$ cat src/rtl/lsu_mem_if.sv
// Load/store unit front end: turns core load/store requests into
// word-aligned req/ack bus transactions and formats load results.
module lsu_mem_if #(
  parameter int unsigned TIMEOUT = 16
) (
  input  logic        CLK,
  input  logic        RST,
  input  logic        LOAD_EN,
  input  logic        STORE_EN,
  input  logic [2:0]  FUNCT3,
  input  logic [31:0] ADDR,
  input  logic [31:0] STORE_DATA,
  output logic [31:0] MEM_READ,
  output logic        STALL,
  output logic        MEM_ERR,
  output logic        BUS_REQ,
  output logic        BUS_WE,
  output logic [31:0] BUS_ADDR,
  output logic [3:0]  BUS_BE,
  output logic [31:0] BUS_WDATA,
  input  logic [31:0] BUS_RDATA,
  input  logic        BUS_ACK
);

  typedef enum logic [1:0] {
    IDLE = 2'd0,
    BUSY = 2'd1,
    DONE = 2'd2
  } state_t;

  localparam logic [7:0] CNT_LAST = 8'(TIMEOUT - 1);

  state_t      state_q, state_d;
  logic [31:0] mem_read_q, mem_read_d;
  logic        bus_req_q, bus_req_d;
  logic        bus_we_q, bus_we_d;
  logic [31:0] bus_addr_q, bus_addr_d;
  logic [3:0]  bus_be_q, bus_be_d;
  logic [31:0] bus_wdata_q, bus_wdata_d;
  logic [1:0]  off_q, off_d;
  logic [2:0]  f3_q, f3_d;
  logic [7:0]  cnt_q, cnt_d;
  logic        to_q, to_d;

  logic        req;
  logic        bad;
  logic        f3_ok;
  logic        is_b;
  logic        is_h;
  logic        is_w;
  logic [3:0]  req_be;
  logic [31:0] req_wdata;
  logic [7:0]  ld_byte;
  logic [15:0] ld_half;
  logic [31:0] ld_fmt;

  // Request decode, only meaningful while IDLE
  always_comb begin
    req   = LOAD_EN | STORE_EN;
    is_b  = (FUNCT3[1:0] == 2'b00);
    is_h  = (FUNCT3[1:0] == 2'b01);
    is_w  = (FUNCT3[1:0] == 2'b10);
    f3_ok = 1'b0;
    unique case (FUNCT3)
      3'b000, 3'b001, 3'b010,
      3'b100, 3'b101: f3_ok = 1'b1;
      default:        f3_ok = 1'b0;
    endcase
    bad = (LOAD_EN & STORE_EN)
        | ~f3_ok
        | (STORE_EN & FUNCT3[2])
        | (is_h & ADDR[0])
        | (is_w & (ADDR[1:0] != 2'b00));
  end

  always_comb begin
    req_be    = 4'b0000;
    req_wdata = 32'h0;
    unique case (1'b1)
      is_b: begin
        req_be    = 4'b0001 << ADDR[1:0];
        req_wdata = {4{STORE_DATA[7:0]}};
      end
      is_h: begin
        req_be    = ADDR[1] ? 4'b1100 : 4'b0011;
        req_wdata = {2{STORE_DATA[15:0]}};
      end
      is_w: begin
        req_be    = 4'b1111;
        req_wdata = STORE_DATA;
      end
      default: begin
        req_be    = 4'b0000;
        req_wdata = 32'h0;
      end
    endcase
    if (!STORE_EN) begin
      req_wdata = 32'h0;
    end
  end

  // Load formatting uses the offset/size captured at accept time
  always_comb begin
    ld_byte = 8'h00;
    unique case (off_q)
      2'd0:    ld_byte = BUS_RDATA[7:0];
      2'd1:    ld_byte = BUS_RDATA[15:8];
      2'd2:    ld_byte = BUS_RDATA[23:16];
      default: ld_byte = BUS_RDATA[31:24];
    endcase
    ld_half = off_q[1] ? BUS_RDATA[31:16] : BUS_RDATA[15:0];
    ld_fmt  = BUS_RDATA;
    unique case (f3_q)
      3'b000:  ld_fmt = {{24{ld_byte[7]}}, ld_byte};
      3'b100:  ld_fmt = {24'h0, ld_byte};
      3'b001:  ld_fmt = {{16{ld_half[15]}}, ld_half};
      3'b101:  ld_fmt = {16'h0, ld_half};
      default: ld_fmt = BUS_RDATA;
    endcase
  end

  always_comb begin
    state_d     = state_q;
    mem_read_d  = mem_read_q;
    bus_req_d   = bus_req_q;
    bus_we_d    = bus_we_q;
    bus_addr_d  = bus_addr_q;
    bus_be_d    = bus_be_q;
    bus_wdata_d = bus_wdata_q;
    off_d       = off_q;
    f3_d        = f3_q;
    cnt_d       = cnt_q;
    to_d        = to_q;
    unique case (state_q)
      IDLE: begin
        if (req && !bad) begin
          bus_req_d   = 1'b1;
          bus_we_d    = STORE_EN;
          bus_addr_d  = {ADDR[31:2], 2'b00};
          bus_be_d    = req_be;
          bus_wdata_d = req_wdata;
          off_d       = ADDR[1:0];
          f3_d        = FUNCT3;
          cnt_d       = 8'd0;
          to_d        = 1'b0;
          state_d     = BUSY;
        end
      end
      BUSY: begin
        if (BUS_ACK) begin
          bus_req_d = 1'b0;
          if (!bus_we_q) begin
            mem_read_d = ld_fmt;
          end
          state_d = DONE;
        end else if (cnt_q == CNT_LAST) begin
          bus_req_d  = 1'b0;
          mem_read_d = 32'h0;
          to_d       = 1'b1;
          state_d    = DONE;
        end else begin
          cnt_d = cnt_q + 8'd1;
        end
      end
      DONE: begin
        cnt_d   = 8'd0;
        to_d    = 1'b0;
        state_d = IDLE;
      end
      default: begin
        state_d = IDLE;
      end
    endcase
  end

  always_ff @(posedge CLK or posedge RST) begin
    if (RST) begin
      state_q     <= IDLE;
      mem_read_q  <= 32'h0;
      bus_req_q   <= 1'b0;
      bus_we_q    <= 1'b0;
      bus_addr_q  <= 32'h0;
      bus_be_q    <= 4'h0;
      bus_wdata_q <= 32'h0;
      off_q       <= 2'd0;
      f3_q        <= 3'd0;
      cnt_q       <= 8'd0;
      to_q        <= 1'b0;
    end else begin
      state_q     <= state_d;
      mem_read_q  <= mem_read_d;
      bus_req_q   <= bus_req_d;
      bus_we_q    <= bus_we_d;
      bus_addr_q  <= bus_addr_d;
      bus_be_q    <= bus_be_d;
      bus_wdata_q <= bus_wdata_d;
      off_q       <= off_d;
      f3_q        <= f3_d;
      cnt_q       <= cnt_d;
      to_q        <= to_d;
    end
  end

  // Stall covers the accept cycle and all of BUSY; DONE lets the core retire
  always_comb begin
    STALL   = 1'b0;
    MEM_ERR = 1'b0;
    if (!RST) begin
      STALL   = ((state_q == IDLE) & req & ~bad)
              | (state_q == BUSY);
      MEM_ERR = ((state_q == IDLE) & req & bad)
              | ((state_q == DONE) & to_q);
    end
  end

  assign MEM_READ  = mem_read_q;
  assign BUS_REQ   = bus_req_q;
  assign BUS_WE    = bus_we_q;
  assign BUS_ADDR  = bus_addr_q;
  assign BUS_BE    = bus_be_q;
  assign BUS_WDATA = bus_wdata_q;

endmodule

$ cat config.mk
export PLATFORM = sky130hd
export DESIGN_NAME = lsu_mem_if
export DESIGN_NICKNAME = d
export VERILOG_FILES = /design/src/rtl/lsu_mem_if.sv
export SDC_FILE = /design/constraint.sdc
export NUM_CORES = 1
export LEC_CHECK = 0
export CELL_PAD_IN_SITES_DETAIL_PLACEMENT = 1
export CELL_PAD_IN_SITES_GLOBAL_PLACEMENT = 1
export CORE_UTILIZATION = 36
export DETAILED_ROUTE_END_ITERATION = 6
export GPL_TIMING_DRIVEN = 0
export PLACE_DENSITY_LB_ADDON = 0.1
export SLEW_MARGIN = 10
export SYNTH_ARGS = -nofsm -noshare
export SYNTH_HDL_FRONTEND = slang
export SYNTH_SLANG_ARGS = --single-unit
$ cat constraint.sdc
create_clock -name CLK -period 7.42 [get_ports CLK]
set_input_delay 1.484 -clock CLK [delete_from_list [all_inputs] [get_ports CLK]]
set_output_delay 1.484 -clock CLK [all_outputs]
set_load 0.01 [all_outputs]
# ---- Yosys cells after proc, flatten, opt, wreduce, memory -nomap -nowiden
# Cells that the tools add are included.
dict set report op_classes {
  n_addsub 1
  mul 0
  div_mod_pow 0
  n_lt_le_gt_ge 0
  n_eq_ne 20
  shifts 1
  n_mux 29
  bitwise 17
  n_reduce_logical 18
}
# operator n
set ops {}
lappend ops {{two-way mux 32 bit} 4}
lappend ops {{one-hot mux 32 bit (4 select lines)} 1}
lappend ops {{one-hot mux 32 bit (3 select lines)} 1}
lappend ops {{one-hot mux 8 bit (3 select lines)} 2}
lappend ops {{two-way mux 8 bit} 3}
lappend ops {{two-way mux 16 bit} 1}
lappend ops {{== test 3 bit, second input constant} 4}
lappend ops {{one-hot mux 4 bit (3 select lines)} 1}
lappend ops {{!= test 2 bit, second input constant} 5}
lappend ops {{two-way mux 1 bit} 9}
lappend ops {{adder 8 x 1 -> 8 bit, second input constant} 1}
lappend ops {{bitwise AND 1 bit} 8}
lappend ops {{== test 8 x 4 -> 1 bit, second input constant} 1}
lappend ops {{AND reduction 4 bit} 2}
lappend ops {{bitwise OR 1 bit} 7}
lappend ops {{== test 2 x 1 -> 1 bit, second input constant} 3}
lappend ops {{== test 2 bit, second input constant} 3}
lappend ops {{== test 3 x 1 -> 1 bit, second input constant} 2}
lappend ops {{logical NOT 2 bit} 3}
lappend ops {{logical NOT 3 bit} 2}
lappend ops {{two-way mux 2 bit} 3}
lappend ops {{AND reduction 3 bit} 2}
lappend ops {{nonzero test 2 bit} 3}
lappend ops {{OR reduction 5 bit} 1}
lappend ops {{other kinds (12)} 14}
dict set report totals {
  ff_bits 116
  latchBits 0
  mem_bits_rw 0
  rom_bits 0
  inputBits 104
  output_inout_bits 104
  wordCells 97
  n_memories 0
}

# ---- Longest topological paths before layout
dict set report depth {
  word_depth 12
  mapped_depth 7
  ltp_nobuf 5
}

# ---- Worst setup path after synthesis
# OpenSTA, ideal clock, no wires.
dict set report synth_timing {
  path_type {input-to-output}
  startpoint {input port FUNCT3[0]}
  endpoint {output port STALL}
  arrival_time_ns 2.661
  t_required_ns 5.936
  slack_ns 3.275
  cell_stages 6
  path_buffers 3
  cell_sequence {clkbuf_1 -> nor4_1 -> o211ai_1 -> buf_2 -> clkbuf_1 -> a21oi_1}
}
dict set report synth_via {
  elab_chain_len 12
  word_cells_on_any_way 20
  classes_between {eq/ne: 6; mux: 2; bitwise: 10; reduce/logical: 2}
}
# element line
set synth_lines {}
lappend synth_lines {{start, declared} 10} ;# input logic [2:0] FUNCT3,
lappend synth_lines {{== test 3 x 1 -> 1 bit (tied with other cells)} 64} ;# unique case (FUNCT3)
lappend synth_lines {{OR reduction 5 bit} 64}
lappend synth_lines {{two-way mux 1 bit} 64}
lappend synth_lines {{NOT 1 bit} 70} ;# | ~f3_ok
lappend synth_lines {{bitwise OR 1 bit} 70}
lappend synth_lines {{bitwise OR 1 bit} 71} ;# | (STORE_EN & FUNCT3[2])
lappend synth_lines {{bitwise OR 1 bit} 72} ;# | (is_h & ADDR[0])
lappend synth_lines {{bitwise OR 1 bit *} 73} ;# | (is_w & (ADDR[1:0] != 2'b00));
lappend synth_lines {{NOT 1 bit *} 209} ;# STALL = ((state_q == IDLE) & req & ~bad)
lappend synth_lines {{bitwise AND 1 bit *} 209}
lappend synth_lines {{bitwise OR 1 bit *} 210} ;# | (state_q == BUSY);
lappend synth_lines {{two-way mux 1 bit *} 208} ;# if (!RST) begin
lappend synth_lines {{end, declared} 14} ;# output logic STALL,
# Mark *: on every way between the ends. The rest lies on a longest branch, timed or not.

# ---- Worst setup path after layout
dict set report layout_timing {
  startpoint {input port ADDR[1]}
  endpoint {output port STALL}
}
dict set report layout_via {
  elab_chain_len 7
}
# element line
set layout_lines {}
lappend layout_lines {{start, declared} 11} ;# input logic [31:0] ADDR,
lappend layout_lines {{nonzero test 2 bit} 73}
lappend layout_lines {{bitwise AND 1 bit} 73}
lappend layout_lines {{bitwise OR 1 bit} 73}
lappend layout_lines {{NOT 1 bit} 209}
lappend layout_lines {{bitwise AND 1 bit} 209}
lappend layout_lines {{bitwise OR 1 bit} 210}
lappend layout_lines {{two-way mux 1 bit} 208}
# Every way passes these cells.

==> results.sh <==
export IMPL_antenna_cells=0
export IMPL_async_reset_ff_share_pct=100
export IMPL_timing_slew_headroom_pct=53.8
export IMPL_core_um2=15300
export IMPL_yosys_area_top_type="dfrtp_1"
export IMPL_crit_start="ADDR[1]"
export IMPL_worstSetupStartpointType="input pin"
export IMPL_synth_top_area_share_pct=51.1
export IMPL_wl_per_cell_um=19.4
export IMPL_criticalPathCategory="in -> out"
export IMPL_ir_worst_vdd_mv=0.167
export IMPL_num_rows=45
export IMPL_grt_max_degree=64
export IMPL_drive_gt1_share_pct=11.5
export IMPL_grt_pass1_vias=5786
export IMPL_design_area_um2=8560
export IMPL_timing_final_crit_share_pct=73.2
export IMPL_vias=5228
export IMPL_clk_latency_ps=420
export IMPL_timing_hold_worst_class="reg -> reg"
export IMPL_clock_sinks=116
export IMPL_worstMarginPinSlew_ps=693
export IMPL_min_period_ps=5430
export IMPL_crit_arrival_ps=3950
export IMPL_wirelength_um=19300
export IMPL_rsz0062_at_grt="no"
export IMPL_grt_usage_pct=24.8
export IMPL_final_common_cell="clkdlybuf4s50_1"
export IMPL_cts_hold_buf=0
export IMPL_fill_cells=1696
export IMPL_synthTopCellsByArea="dfrtp_1 51%, mux2_2 7.1%, o21ai_0 6.6%, nand2_1 3.4%, mux2i_1 3.0%"
export IMPL_cts_resized=0
export IMPL_synth_top_family_by_area="compound AO/OA/AOI/OAI gates"
export IMPL_ys_types=53
export IMPL_crit_chain="clkdlybuf4s50_1, nor4_1, o211ai_1, buf_2, clkbuf_1, a21oi_1, clkdlybuf4s50_1"
export IMPL_hold_viol=0
export IMPL_synth_edff_count=0
export IMPL_via_per_inst=5.26
export IMPL_path_max_fanout=10
export IMPL_slowest_delay_ps=550
export IMPL_final_nets=876
export IMPL_seq_area_frac_synth_pct=51.1
export IMPL_io_pins=208
export IMPL_synth_fa_ha_area_share_pct=0.396
export IMPL_drtIter0Drc=160
export IMPL_max_cap_violations=0
export IMPL_syn_to_final_growth_pct=50.6
export IMPL_synthCells=546
export IMPL_finalSetupTns_ps=0
export IMPL_regToRegStartpoint="off_q[0]"
export IMPL_outcome="finished, final reports clean"
export IMPL_crit_path_end_kind="output pin"
export IMPL_grt_pass1_wl_um=31000
export IMPL_clk_pin_slew_ps=50
export IMPL_io_buffers=204
export IMPL_slew_viol_final=0
export IMPL_p_leak_nw=3.56
export IMPL_synth_simple_gate_area_share_pct=14.5
export IMPL_overflow=0
export IMPL_die_area_um2=16300
export IMPL_synth_xor_area_share_pct=0.154
export IMPL_power_density_nw_per_um2=329
export IMPL_syn_area_um2=5680
export IMPL_crit_required_ps=5940
export IMPL_postSynthAreaPerCell_um2=10.4
export IMPL_p_total_mw=2.81
export IMPL_fmax_mhz=184
export IMPL_gp_congestion=0.844
export IMPL_start_util_pct=37.1
export IMPL_worst_slack_ps=1990
export IMPL_synth_seq_cells=116
export IMPL_setup_violations=0
export IMPL_dieHeight_um=128
export IMPL_cp_slowest_cell="clkdlybuf4s50_1"
export IMPL_finClkSkew_ps=6.24
export IMPL_cts_buffer_depth=2
export IMPL_placed_area_um2=8030
export IMPL_final_cell_mix="204 x clkdlybuf4s50_1, 116 x dfrtp_1, 75 x o21ai_0, 51 x nand2_1, 36 x mux2_2"
export IMPL_yosys_warnings=0
export IMPL_postCtsSetupBuffers=0
export IMPL_root_buffer="clkbuf_16"
export IMPL_die_width_um=128
export IMPL_synthFlopType="dfrtp_1"
export IMPL_tritoncts="done"
export IMPL_worst_path_most_repeated_cell="clkdlybuf4s50_1"
export IMPL_post_place_ws_ps=1950
export IMPL_h_tree_depth=4
export IMPL_numCtsBuffers=17
export IMPL_dp_hpwl_um=14600
export IMPL_min_from="BUS_WDATA[7]"
export IMPL_drt_pass1_iter_count=4
export IMPL_ant_nets=0
export IMPL_grt_antenna_before_repair=1
export IMPL_synthMuxAreaShare_pct=10.5
export IMPL_drc_errors=0
export IMPL_synth_compound_area_share_pct=19.2
## critical path: cells and delay by family
kind	cells	cell delay, ps
buffers and inverters	4	1570
AO/OA/AOI/OAI	2	420
AND/OR/NAND/NOR	1	460
## cell families after synthesis
group,Yosys count
compound gates,167
xor+xnor,1
fa+ha+maj,2
buf+inv,53
flops,116
mux,54
other cells,1
simple gates,152
## per-stage QoR
step / hold WS (ps) / utilization, % / std cells
floorplan: 472 / - / 547
global placement: 467 / 52.2 / 962
detailed placement: 475 / 52.4 / 963
CTS: 489 / 55.9 / 994
global route: 509 / 55.9 / 994
finish: 486 / 55.9 / 994
## cells in the mapped netlist (2+ instances only)
| cell type | instances |
|---|---|
| clkbuf_1 | 24 |
| a211oi_1 | 3 |
| mux2i_1 | 17 |
| o311ai_0 | 2 |
| dfrtp_1 | 116 |
| a32o_1 | 9 |
| mux2_2 | 36 |
| and3_1 | 3 |
| a31oi_1 | 3 |
| nor2b_1 | 13 |
| buf_1 | 2 |
| a21oi_1 | 29 |
| o21a_1 | 4 |
| nand2_1 | 51 |
| a221o_1 | 16 |
| o22ai_1 | 2 |
| nand3_1 | 2 |
| a2111o_1 | 2 |
| buf_2 | 12 |
| nand2b_1 | 22 |
| and3b_1 | 6 |
| and2_1 | 19 |
| nor3_1 | 2 |
| buf_4 | 3 |
| a211o_1 | 7 |
| o2bb2ai_1 | 6 |
| nand4_1 | 2 |
| or3_1 | 7 |
| o21ai_0 | 75 |
| nor4_1 | 2 |
| inv_1 | 10 |
| nor2_1 | 17 |
| a21oi_2 | 2 |
## path summary, 6_finish.rpt
check | cells after the start | end | slack [ps]
max | 7 | STALL | 1990
min | 2 | BUS_WDATA[7] | 490
max reg2reg | 6 | MEM_READ[4] | 5200
min reg2reg | 2 | BUS_WDATA[7] | 490
max in group asynchronous | 3 | MEM_READ[0] | 5150
min in group asynchronous | 2 | cnt_q[0] | 1600
## layout make-up
class                      count  area [µm²]  area share, %
sequential                   116        2900           33.9
clock inverter                11        87.6           1.02
multi-input combinational    378        2550           29.8
clock buffer                  20         447           5.22
inverter                      11        46.3          0.541
timing repair buffer         205        2070           24.2
tap                          211         264           3.08
buffer                        42         191           2.24
## registers in the layout (all words and copies together) (netlist names)
register	count
state_q	2
BUS_WE	1
BUS_REQ	1
MEM_READ	32
to_q	1
cnt_q	8
f3_q	3
BUS_WDATA	32
BUS_BE	4
off_q	2
BUS_ADDR	30
## report_power, final
| part | switching (mW) | internal [mW] | total (mW) |
|---|---|---|---|
| Clock | 0.295 | 0.461 | 0.757 |
| Sequential | 0.128 | 0.846 | 0.974 |
| Combinational | 0.475 | 0.608 | 1.08 |
| Total | 0.898 | 1.92 | 2.81 |
## per-layer routing
metal | vias to the layer above | part of all wire (%) | GRT usage (%) | wire, µm
met1 | 2594 | 41 | 28.9 | 7830
met4 | 2 | 2.2 | 8.86 | 423
met3 | 35 | 7.5 | 8.25 | 1450
met2 | 186 | 50 | 42.6 | 9540
li1 | 2411 | - | - | -
met5 | - | 0.068 | 0 | 13
Note: power is estimated with default switching activity, not from simulation.
